`src/rtl/hilo_ctrl_pkg.sv`:
```
// hilo_ctrl_pkg: shared ALU definitions used by the HI/LO controller.
//   - function codes (6-bit) for MFHI/MTHI/MFLO/MTLO/MULTU/DIVU
//   - sequencing state enum for hilo_ctrl
//   - cnt_width(): width of the latency down-counter for two unit latencies
package hilo_ctrl_pkg;

  localparam logic [5:0] FN_MFHI  = 6'd16;
  localparam logic [5:0] FN_MTHI  = 6'd17;
  localparam logic [5:0] FN_MFLO  = 6'd18;
  localparam logic [5:0] FN_MTLO  = 6'd19;
  localparam logic [5:0] FN_MULTU = 6'd25;
  localparam logic [5:0] FN_DIVU  = 6'd27;

  typedef enum logic [1:0] {
    ST_IDLE     = 2'd0,
    ST_WAIT_MUL = 2'd1,
    ST_WAIT_DIV = 2'd2
  } hilo_state_e;

  // The counter is loaded with latency-1, so clog2 of the larger latency
  // is enough; never let it collapse to zero bits when both latencies are 1.
  function automatic int cnt_width(input int a, input int b);
    int m;
    m = (a > b) ? a : b;
    return (m > 1) ? $clog2(m) : 1;
  endfunction

endpackage

```
`src/rtl/hilo_ctrl_latency_counter.sv`:
```
// latency_counter: loadable down-counter that stops at zero.
//   clk, reset : clock and synchronous active-high reset (count -> 0)
//   load       : load load_val this cycle (wins over en)
//   load_val   : value to load
//   en         : decrement by one while non-zero
//   zero       : count is currently zero
module latency_counter #(
  parameter int W = 5
) (
  input  logic         clk,
  input  logic         reset,
  input  logic         load,
  input  logic [W-1:0] load_val,
  input  logic         en,
  output logic         zero
);

  logic [W-1:0] cnt;

  always_ff @(posedge clk) begin
    if (reset) begin
      cnt <= '0;
    end else if (load) begin
      cnt <= load_val;
    end else if (en && (cnt != '0)) begin
      cnt <= cnt - W'(1);
    end
  end

  assign zero = (cnt == '0);

endmodule

```
`src/rtl/hilo_ctrl.sv`:
```
// hilo_ctrl: HI/LO result registers and MULTU/DIVU sequencing.
//   clk, reset : clock, synchronous active-high reset
//   Signal     : 6-bit function code, qualified by start
//   start      : command strobe (one cycle)
//   dataIn     : MTHI/MTLO source operand
//   mulOut     : multiplier result {hi, lo}
//   divOut     : divider result {remainder, quotient}
//   dataOut    : registered MFHI/MFLO read data
//   busy       : an operation is in flight (state != IDLE)
//   done       : one-cycle pulse after HI/LO were loaded from a unit
//
// Handshake: a command is taken on a rising edge where start=1 and busy=0.
// With busy=1 the command is dropped, not queued; the control unit must
// hold it until busy returns to 0. busy/done are decoded from registers.
// The state register (state, type hilo_state_e) is the FSM observation point.
module hilo_ctrl
  import hilo_ctrl_pkg::*;
#(
  parameter int MUL_CYCLES = 32,
  parameter int DIV_CYCLES = 32
) (
  input  logic        clk,
  input  logic        reset,
  input  logic [5:0]  Signal,
  input  logic        start,
  input  logic [31:0] dataIn,
  input  logic [63:0] mulOut,
  input  logic [63:0] divOut,
  output logic [31:0] dataOut,
  output logic        busy,
  output logic        done
);

  localparam int CNT_W = cnt_width(MUL_CYCLES, DIV_CYCLES);
  localparam logic [CNT_W-1:0] MUL_LOAD = CNT_W'(MUL_CYCLES - 1);
  localparam logic [CNT_W-1:0] DIV_LOAD = CNT_W'(DIV_CYCLES - 1);

  hilo_state_e      state, state_n;
  logic [31:0]      hi, lo;
  logic             ctr_load;
  logic [CNT_W-1:0] ctr_val;
  logic             cnt_zero;
  logic             wr_hi, wr_lo, rd_hi, rd_lo;
  logic             ld_mul, ld_div;

  assign busy = (state != ST_IDLE);

  // Counter only runs in the wait states; the launch load takes priority
  // and happens from IDLE, where en is low anyway.
  latency_counter #(.W(CNT_W)) u_latency_counter (
    .clk      (clk),
    .reset    (reset),
    .load     (ctr_load),
    .load_val (ctr_val),
    .en       (busy),
    .zero     (cnt_zero)
  );

  always_comb begin
    state_n  = state;
    ctr_load = 1'b0;
    ctr_val  = '0;
    wr_hi    = 1'b0;
    wr_lo    = 1'b0;
    rd_hi    = 1'b0;
    rd_lo    = 1'b0;
    ld_mul   = 1'b0;
    ld_div   = 1'b0;
    case (state)
      ST_IDLE: begin
        if (start) begin
          case (Signal)
            FN_MULTU: begin
              state_n  = ST_WAIT_MUL;
              ctr_load = 1'b1;
              ctr_val  = MUL_LOAD;
            end
            FN_DIVU: begin
              state_n  = ST_WAIT_DIV;
              ctr_load = 1'b1;
              ctr_val  = DIV_LOAD;
            end
            FN_MTHI: wr_hi = 1'b1;
            FN_MTLO: wr_lo = 1'b1;
            FN_MFHI: rd_hi = 1'b1;
            FN_MFLO: rd_lo = 1'b1;
            default: ;
          endcase
        end
      end
      ST_WAIT_MUL: begin
        if (cnt_zero) begin
          ld_mul  = 1'b1;
          state_n = ST_IDLE;
        end
      end
      ST_WAIT_DIV: begin
        if (cnt_zero) begin
          ld_div  = 1'b1;
          state_n = ST_IDLE;
        end
      end
      default: state_n = ST_IDLE;
    endcase
  end

  always_ff @(posedge clk) begin
    if (reset) begin
      state   <= ST_IDLE;
      hi      <= '0;
      lo      <= '0;
      dataOut <= '0;
      done    <= 1'b0;
    end else begin
      state <= state_n;
      done  <= ld_mul | ld_div;
      // Unit loads and MT writes are mutually exclusive by state.
      if (ld_mul) begin
        {hi, lo} <= mulOut;
      end else if (ld_div) begin
        {hi, lo} <= divOut;
      end else begin
        if (wr_hi) hi <= dataIn;
        if (wr_lo) lo <= dataIn;
      end
      if (rd_hi) begin
        dataOut <= hi;
      end else if (rd_lo) begin
        dataOut <= lo;
      end
    end
  end

endmodule

```
`config.mk`:
```
export PLATFORM = sky130hd
export DESIGN_NAME = hilo_ctrl
export DESIGN_NICKNAME = d
export VERILOG_FILES = /design/src/rtl/hilo_ctrl_pkg.sv /design/src/rtl/hilo_ctrl_latency_counter.sv /design/src/rtl/hilo_ctrl.sv
export SDC_FILE = /design/constraint.sdc
export NUM_CORES = 1
export LEC_CHECK = 0
export BUFFER_PORTS_ARGS = -buffer_cell sky130_fd_sc_hd__buf_2
export CAP_MARGIN = 20
export CORE_ASPECT_RATIO = 0.5
export CORE_UTILIZATION = 36
export DETAILED_ROUTE_END_ITERATION = 7
export GPL_TIMING_DRIVEN = 0
export PLACE_DENSITY = 0.63
export SETUP_SLACK_MARGIN = 0.02
export SLEW_MARGIN = 20
export SYNTH_ARGS = -nofsm -noshare
export SYNTH_HDL_FRONTEND = slang
export SYNTH_HIERARCHICAL = 1
export SYNTH_SLANG_ARGS = --single-unit
```
`constraint.sdc`:
```
create_clock -name clk -period 2.7 [get_ports clk]
set_input_delay 0.54 -clock clk [delete_from_list [all_inputs] [get_ports clk]]
set_output_delay 0.54 -clock clk [all_outputs]
set_load 0.02 [all_outputs]
```
==> reports/qor.log, run 1 <==
[status] status finished clean
[power] portion of total power attributed to sequential cells 45.9%
[synthesis] synthesized flop and latch total 104
[final_layout] final standard cell count with taps included and fillers excluded 1016
[grt] sum of overflow across all layers after global routing 0
[synthesis] Post-synth EDFFs 0
[place] Post-Place Cells 1002
[timing] Min Clock Period, post-route 2540 ps
[timing] count of final max-slew check failures 0
[timing] accumulated negative setup slack 0 ps
[final_layout] area delta synth->final 31.1%
[power] NetSw 0.766 mW
[job] max-cap check violation count 0
[place] routability congestion estimate from global placement 0.812
[setup_path] Critical Path Fanout Max 10
[grt] maximum number of pins on one net before global-route repair 17
[floorplan] horizontal extent of the die 172 µm
[grt] number of global-route vias before repair 5051
[setup_path] slowest CP cell or4b_1
[power] leakage power figure 3.03 nW
[detailed_routing] count of unresolved DRC violations after routing 0
[timing] fin crit share 94.2%
[synthesis] share of flip-flops with an asynchronous set or reset after synthesis 0%
[setup_path] arrival time reported for the critical path endpoint 2780 ps
[synthesis] most frequently used cell type in the post-synthesis netlist a21oi_1
[timing] maximum clock rate 393 MHz
[floorplan] starting utilization of the core area 37.5%
[floorplan] die area 14900 µm²
[clock_tree] CTS H-tree depth 3
[synthesis] sequential element share of the synthesized area 40.2%
[setup_path] element type at the critical path end flop
[power] power density over the cells 502 nW/µm²
[clock_tree] CTS clock-pin slew for the worst setup and hold paths 70 ps
[synthesis] Mean Syn Cell Area 8.51 µm²
[timing] RSZ-0062 raised after global routing yes
[detailed_routing] number of detailed-route iterations in the first pass 4
[power] combinational cell fraction of total power 11.1%
[setup_path] WS Path Type flop to flop
[timing] clock skew 5.78 ps
[synthesis] most area-hungry cell type in the Yosys netlist dfxtp_1
[final_layout] final core utilization 49.2%
[min_path] classification of the worst-slack hold path flop to flop
[floorplan] Boundary Pins 203
[detailed_routing] number of violations reported at the end of detailed-routing iteration 0 281
[synthesis] number of unique standard cell types used by synthesis 39
[grt] wire length of the first global-routing pass 26400 µm
[timing] remaining max-slew budget at the tightest pin 44.8%
[timing] final-report hold violation count 0
[synthesis] top post-synthesis cells by area dfxtp_1 40%, a21oi_1 13%, a22o_1 11%
[power] switching power as a share of total power 22.5%
[clock_tree] clock tree root driver cell clkbuf_16
[synthesis] leading register cell type out of synthesis dfxtp_1
[grt] all-layer global routing usage 23.3%
[synthesis] Yosys warning total 6
[place] final HPWL from detailed placement 13100 µm
[synthesis] synth cell count leaders 131 x a21oi_1, 104 x dfxtp_1, 102 x nor2_1
[floorplan] core region area 13800 µm²
[power] proportion of power drawn by the clock network 43.0%
[power] Total Power Consumption 3.41 mW
[timing] final setup margin 157 ps
[detailed_routing] post-DR vias/cell 5.31
[clock_tree] TritonCTS clock tree built
[detailed_routing] Via Count 5391
[clock_tree] maximum clock insertion buffer count 2
[synthesis] post-synthesis cell count 609
[clock_tree] clock insertion delay at the later pin of the skew report 330 ps
[clock_tree] number of buffers inserted during clock tree synthesis 9
[clock_tree] hold-fix buffer count after cts 0
[timing] slew at the pin with the worst max-slew slack 828 ps
[clock_tree] Sinks on Clock Net 104
[synthesis] synthesized netlist net count 782
[detailed_routing] final WL 17300 µm
[grt] initial antenna violation count 0
[clock_tree] number of setup buffers added after CTS 0
[floorplan] die height 86.8 µm
[synthesis] post-synthesis cell area 5180 µm²
[final_layout] fin nets 993
[place] IO Port Bufs 201
[final_layout] # diodes 0
[timing] final-report setup violation count 0
[detailed_routing] WL/cell 17.0 µm
[setup_path] Crit path top cell by count a21oi_1
[setup_path] Largest stage delay, worst path 450 ps
[place] Setup Slack @ Placement -445 ps
[power] maximum resistive drop on vdd 349 µV
[setup_path] required arrival time at the worst endpoint 2930 ps
[power] internal portion of total power 2.64 mW
[synthesis] fraction of post-synthesis cell area in the top cell type by area 40.2%
[setup_path] Cell Chain, Critical Path inv_1 > ha_1 > or4b_1 > buf_6 > clkinvlp_4 > buf_1 > a21boi_0 > a21oi_1 > a21oi_1 > a22o_1
[detailed_routing] Post-DRT Antenna Nets 0
[floorplan] num rows 30
[final_layout] total of fill cells in the finished design 1443
[setup_path] crit path launch type flop
[final_layout] share of cells above drive strength 1 32.0%
[layout by cell type, fill, tap and decap left out, types with 3 or more instances in the layout]
cell	synthesis	final
inv_1	8	7
clkbuf_2	0	16
bufinv_16	0	3
mux2i_1	32	32
buf_2	11	216
a211oi_1	32	32
a21oi_1	131	131
nor2_1	102	102
dfxtp_1	104	104
clkbuf_1	32	13
a22o_1	64	64
a21boi_0	32	32
nand2_1	6	6
clkbuf_16	0	9
buf_1	6	4
buf_6	9	9
nor2b_1	4	4
ha_1	4	4
[critical path: cells and delay by family, from the launching register on]
kind | cells | cell delay (ps)
and+or+nand+nor | 1 | 450
DFF | 1 | 320
AOI/OAI and AO/OA | 4 | 680
adders and majority gates | 1 | 170
buffers and inverters | 4 | 810
[cell families (layout without fill, tap and decap cells)]
logic type / count (synthesis) / in the layout / synth area share, %
buffers and inverters: 66 / 281 / 6.35
multiplexers: 32 / 32 / 6.18
flip-flops: 104 / 104 / 40.2
adder cells (fa/ha/maj): 4 / 4 / 0.966
AND/OR/NAND/NOR: 131 / 131 / 11.0
AO/OA/AOI/OAI: 272 / 272 / 35.3
[registers in the layout, indices dropped and copies added, names as in the netlist]
register and count:
dataOut 32, hi 32, lo 32, u_latency_counter/cnt 5
state 2, done 1
[layout make-up]
cell class | count | area (µm²) | area share (%)
multi-input combinational | 439 | 2770 | 40.8
sequential | 104 | 2080 | 30.6
clock inverter | 5 | 106 | 1.57
tap | 192 | 240 | 3.54
inverter | 8 | 33.8 | 0.497
timing repair buffer | 201 | 1010 | 14.8
clock buffer | 10 | 229 | 3.37
buffer | 57 | 324 | 4.77
[routing by layer]
metal,vias to the layer above,part of all wire [%],track usage (%)
met5,-,0,0
met4,0,0.79,4.46
met3,10,6.2,4.70
met2,167,45,37.2
met1,2560,48,32.6
li1,2654,-,-
[power by group through the flow]
stage / registers (mW) / logic [mW] / clock network, mW
after global placement: 1.60 / 0.374 / 0
after CTS: 1.56 / 0.378 / 1.49
final: 1.56 / 0.379 / 1.47
after floorplan: 1.60 / 0.183 / 0
after global routing: 1.56 / 0.413 / 1.56
after detailed placement: 1.60 / 0.376 / 0
[worst paths after layout]
check                           startpoint     end  slack, ps  cells after the start
setup / recovery  u_latency_counter/cnt[1]  hi[16]        160                     10
hold / removal                       hi[3]   hi[3]        480                      1
setup reg to reg  u_latency_counter/cnt[1]  hi[16]        160                     10
hold reg to reg                      hi[3]   hi[3]        480                      1
[what timing repair did]
action | 4_1_cts | 5_1_grt
endpoints found under the setup margin | 62 | 63
resized for setup | 18 | 14
pin swaps | 0 | 0
[per-stage QoR]
step | hold slack [ps] | cell area [µm²]
floorplan | 441 | 5180
global placement | 458 | 6430
detailed placement | 463 | 6430
CTS | 482 | 6780
global route | 489 | 6800
finish | 477 | 6800
Power figures use the tool's default switching activity.
==> inputs of run 2 (changes only) <==
CELL_PAD_IN_SITES_DETAIL_PLACEMENT = 1   (was unset)
CELL_PAD_IN_SITES_GLOBAL_PLACEMENT = 1   (was unset)
CORE_UTILIZATION = 35   (was 36)
HOLD_SLACK_MARGIN = 0.15   (was unset)
PLACE_DENSITY = 0.81   (was 0.63)
==> reports/qor.log, run 2 (same netlist as run 1, synthesis figures left out) <==
[clock_tree] number of buffers inserted during clock tree synthesis 9 [unchanged]
[final_layout] most common cell after layout, fill and taps aside buf_2 [unchanged]
[power] NetSw 0.820 mW [was 0.766 mW]
[detailed_routing] Via Count 5509 [was 5391]
[clock_tree] Sinks on Clock Net 104 [unchanged]
[power] maximum resistive drop on vdd 295 µV [was 349 µV]
[status] status finished clean [unchanged]
[setup_path] Largest stage delay, worst path 450 ps [about the same]
[final_layout] area of the multi-input gates 2770 µm² [unchanged]
[min_path] worst min-delay path endpoint hi[30] [was hi[3]]
[clock_tree] hold-fix buffer count after cts 0 [unchanged]
[place] final HPWL from detailed placement 14400 µm [was 13100 µm]
[setup_path] worst reg2reg path depth 10 [unchanged]
[final_layout] share of cells above drive strength 1 32.4% [was 32.0%]
[timing] count of final max-slew check failures 0 [unchanged]
[power] proportion of power drawn by the clock network 39.0% [was 43.0%]
[floorplan] core region area 14500 µm² [was 13800 µm²]
[detailed_routing] final WL 19300 µm [was 17300 µm]
[detailed_routing] count of unresolved DRC violations after routing 0 [unchanged]
[detailed_routing] total met3 wirelength after detailed routing 952 µm [was 1070 µm]
[floorplan] die area 15300 µm² [was 14900 µm²]
[final_layout] sequential cell area 2080 µm² [unchanged]
[clock_tree] clock insertion delay at the later pin of the skew report 340 ps [was 330 ps]
[detailed_routing] number of detailed-route iterations in the first pass 4 [unchanged]
[setup_path] Crit path top cell by count a21oi_1 [unchanged]
[final_layout] area delta synth->final 30.2% [was 31.1%]
[grt] wire length of the first global-routing pass 29700 µm [was 26400 µm]
[floorplan] num rows 31 [was 30]
[floorplan] horizontal extent of the die 174 µm [was 172 µm]
[min_path] number of cells on the worst hold path 1 [unchanged]
[detailed_routing] post-DR vias/cell 5.39 [was 5.31]
[detailed_routing] WL met2 9620 µm [was 7810 µm]
[grt] maximum number of pins on one net before global-route repair 19 [was 17]
[timing] clock skew 6.71 ps [was 5.78 ps]
[floorplan] Boundary Pins 203 [unchanged]
[clock_tree] clock tree root driver cell clkbuf_16 [unchanged]
[setup_path] Cell Chain, Critical Path inv_1 > ha_1 > or4b_1 > buf_6 > clkinvlp_4 > and2_4 > clkbuf_2 > a21oi_1 > a21oi_1 > a22o_1 [was inv_1 > ha_1 > or4b_1 > buf_6 > clkinvlp_4 > buf_1 > a21boi_0 > a21oi_1 > a21oi_1 > a22o_1]
[power] combinational cell fraction of total power 12.2% [was 11.1%]
[power] switching power as a share of total power 25.6% [was 22.5%]
[detailed_routing] WL/cell 18.9 µm [was 17.0 µm]
[setup_path] arrival time reported for the critical path endpoint 2820 ps [was 2780 ps]
[power] Total Power Consumption 3.20 mW [was 3.41 mW]
[final_layout] highest-count cells in the layout ignoring fill and taps 215 x buf_2, 131 x a21oi_1, 104 x dfxtp_1, 102 x nor2_1, 64 x a22o_1 [was 216 x buf_2, 131 x a21oi_1, 104 x dfxtp_1, 102 x nor2_1, 64 x a22o_1]
[final_layout] total of fill cells in the finished design 1836 [was 1443]
[power] portion of total power attributed to sequential cells 48.8% [was 45.9%]
[timing] slew at the pin with the worst max-slew slack 857 ps [was 828 ps]
[timing] Min Clock Period, post-route 2540 ps [about the same]
[floorplan] die height 88.0 µm [was 86.8 µm]
[final_layout] # diodes 0 [unchanged]
[power] power density over the cells 474 nW/µm² [was 502 nW/µm²]
[timing] final-report hold violation count 0 [unchanged]
[floorplan] starting utilization of the core area 35.8% [was 37.5%]
[clock_tree] TritonCTS clock tree built [unchanged]
[grt] sum of overflow across all layers after global routing 0 [unchanged]
[final_layout] fin nets 993 [unchanged]
[final_layout] registers with the highest flip-flop counts dataOut x32, hi x32, lo x32 [unchanged]
[detailed_routing] M1 wire length 8580 µm [was 8300 µm]
[timing] maximum clock rate 394 MHz [was 393 MHz]
[clock_tree] CTS H-tree depth 3 [unchanged]
[setup_path] element type at the critical path end flop [unchanged]
[setup_path] required arrival time at the worst endpoint 2980 ps [was 2930 ps]
[job] max-cap check violation count 0 [unchanged]
[final_layout] final core utilization 46.6% [was 49.2%]
[min_path] hold_sp hi[30] [was hi[3]]
[setup_path] WS Path Type flop to flop [unchanged]
[clock_tree] maximum clock insertion buffer count 2 [unchanged]
[clock_tree] number of setup buffers added after CTS 0 [unchanged]
[setup_path] slowest CP cell or4b_1 [unchanged]
[grt] number of global-route vias before repair 5628 [was 5051]
[place] IO Port Bufs 201 [unchanged]
[detailed_routing] highest routed metal layer met4 [unchanged]
[min_path] classification of the worst-slack hold path flop to flop [unchanged]
[setup_path] startpoint of the lowest-slack register-to-register path u_latency_counter/cnt[1] [unchanged]
[timing] final-report setup violation count 0 [unchanged]
[power] internal portion of total power 2.38 mW [was 2.64 mW]
[setup_path] crit path launch type flop [unchanged]
[grt] initial antenna violation count 0 [unchanged]
[setup_path] Critical Path Fanout Max 10 [unchanged]
[timing] remaining max-slew budget at the tightest pin 42.9% [was 44.8%]
[power] leakage power figure 3.02 nW [was 3.03 nW]
[place] routability congestion estimate from global placement 0.815 [was 0.812]
[clock_tree] CTS clock-pin slew for the worst setup and hold paths 80 ps [was 70 ps]
[timing] RSZ-0062 raised after global routing no [was yes]
[setup_path] setup slack on the worst flop-to-flop path 160 ps [about the same]
[grt] all-layer global routing usage 24.9% [was 23.3%]
[timing] fin crit share 94.1% [was 94.2%]
[detailed_routing] number of violations reported at the end of detailed-routing iteration 0 255 [was 281]
[setup_path] capture instance of the worst register-to-register path lo[20] [was hi[16]]
[detailed_routing] Post-DRT Antenna Nets 0 [unchanged]
-- run 2: worst max-delay path, delay by kind of cell (launching register included) --
family / cells / cell delay (ps)
flip-flops: 1 / 310
AND/OR/NAND/NOR: 2 / 710
buffers and inverters: 4 / 720
AO/OA/AOI/OAI: 3 / 550
adder cells (fa/ha/maj): 1 / 170
-- run 2: cell type report --
cell class	instances	area share [%]
plain buffers	57	4.80
multi-input cells	439	41.1
flip-flops and latches	104	30.8
clock inverters	6	0.779
clock buffers	10	3.39
repair buffers	201	14.9
inverters	8	0.501
well taps	198	3.67
-- run 2: worst max path at each step --
stage / from / end
global route: u_latency_counter/cnt[1] / lo[20]
finish: u_latency_counter/cnt[1] / lo[20]
CTS: u_latency_counter/cnt[0] / lo[20]
global placement: u_latency_counter/cnt[1] / lo[23]
floorplan: u_latency_counter/cnt[1] / hi[0]
detailed placement: u_latency_counter/cnt[1] / lo[23]
-- run 2: power groups by stage --
stage	clock, mW	sequential, mW	combinational, mW
after CTS	1.26	1.56	0.389
after global placement	0	1.60	0.377
after floorplan	0	1.60	0.183
final	1.25	1.56	0.389
after global routing	1.34	1.56	0.423
after detailed placement	0	1.60	0.385
-- run 2: metrics by stage --
step           cells  hold slack [ps]  cell area, µm²  TNS, ps  setup slack [ps]
2_1_floorplan    609              441            5180        0               334
3_3_place_gp    1008              460            6440   -23330              -475
3_5_place_dp    1008              462            6440   -26580              -529
4_1_cts         1023              484            6740        0              2.26
5_1_grt         1023              495            6750        0              30.0
6_report        1023              482            6750        0               159
-- run 2: repair_timing --
action	in CTS	in global routing
resized for setup	19	14
endpoints found under the setup margin	62	59
pin swaps	0	0
-- run 2: metal layers --
metal,vias up,global-route usage (%)
met4,0,5.98
li1,2653,-
met2,123,44.0
met5,-,0
met1,2719,32.0
met3,14,4.38
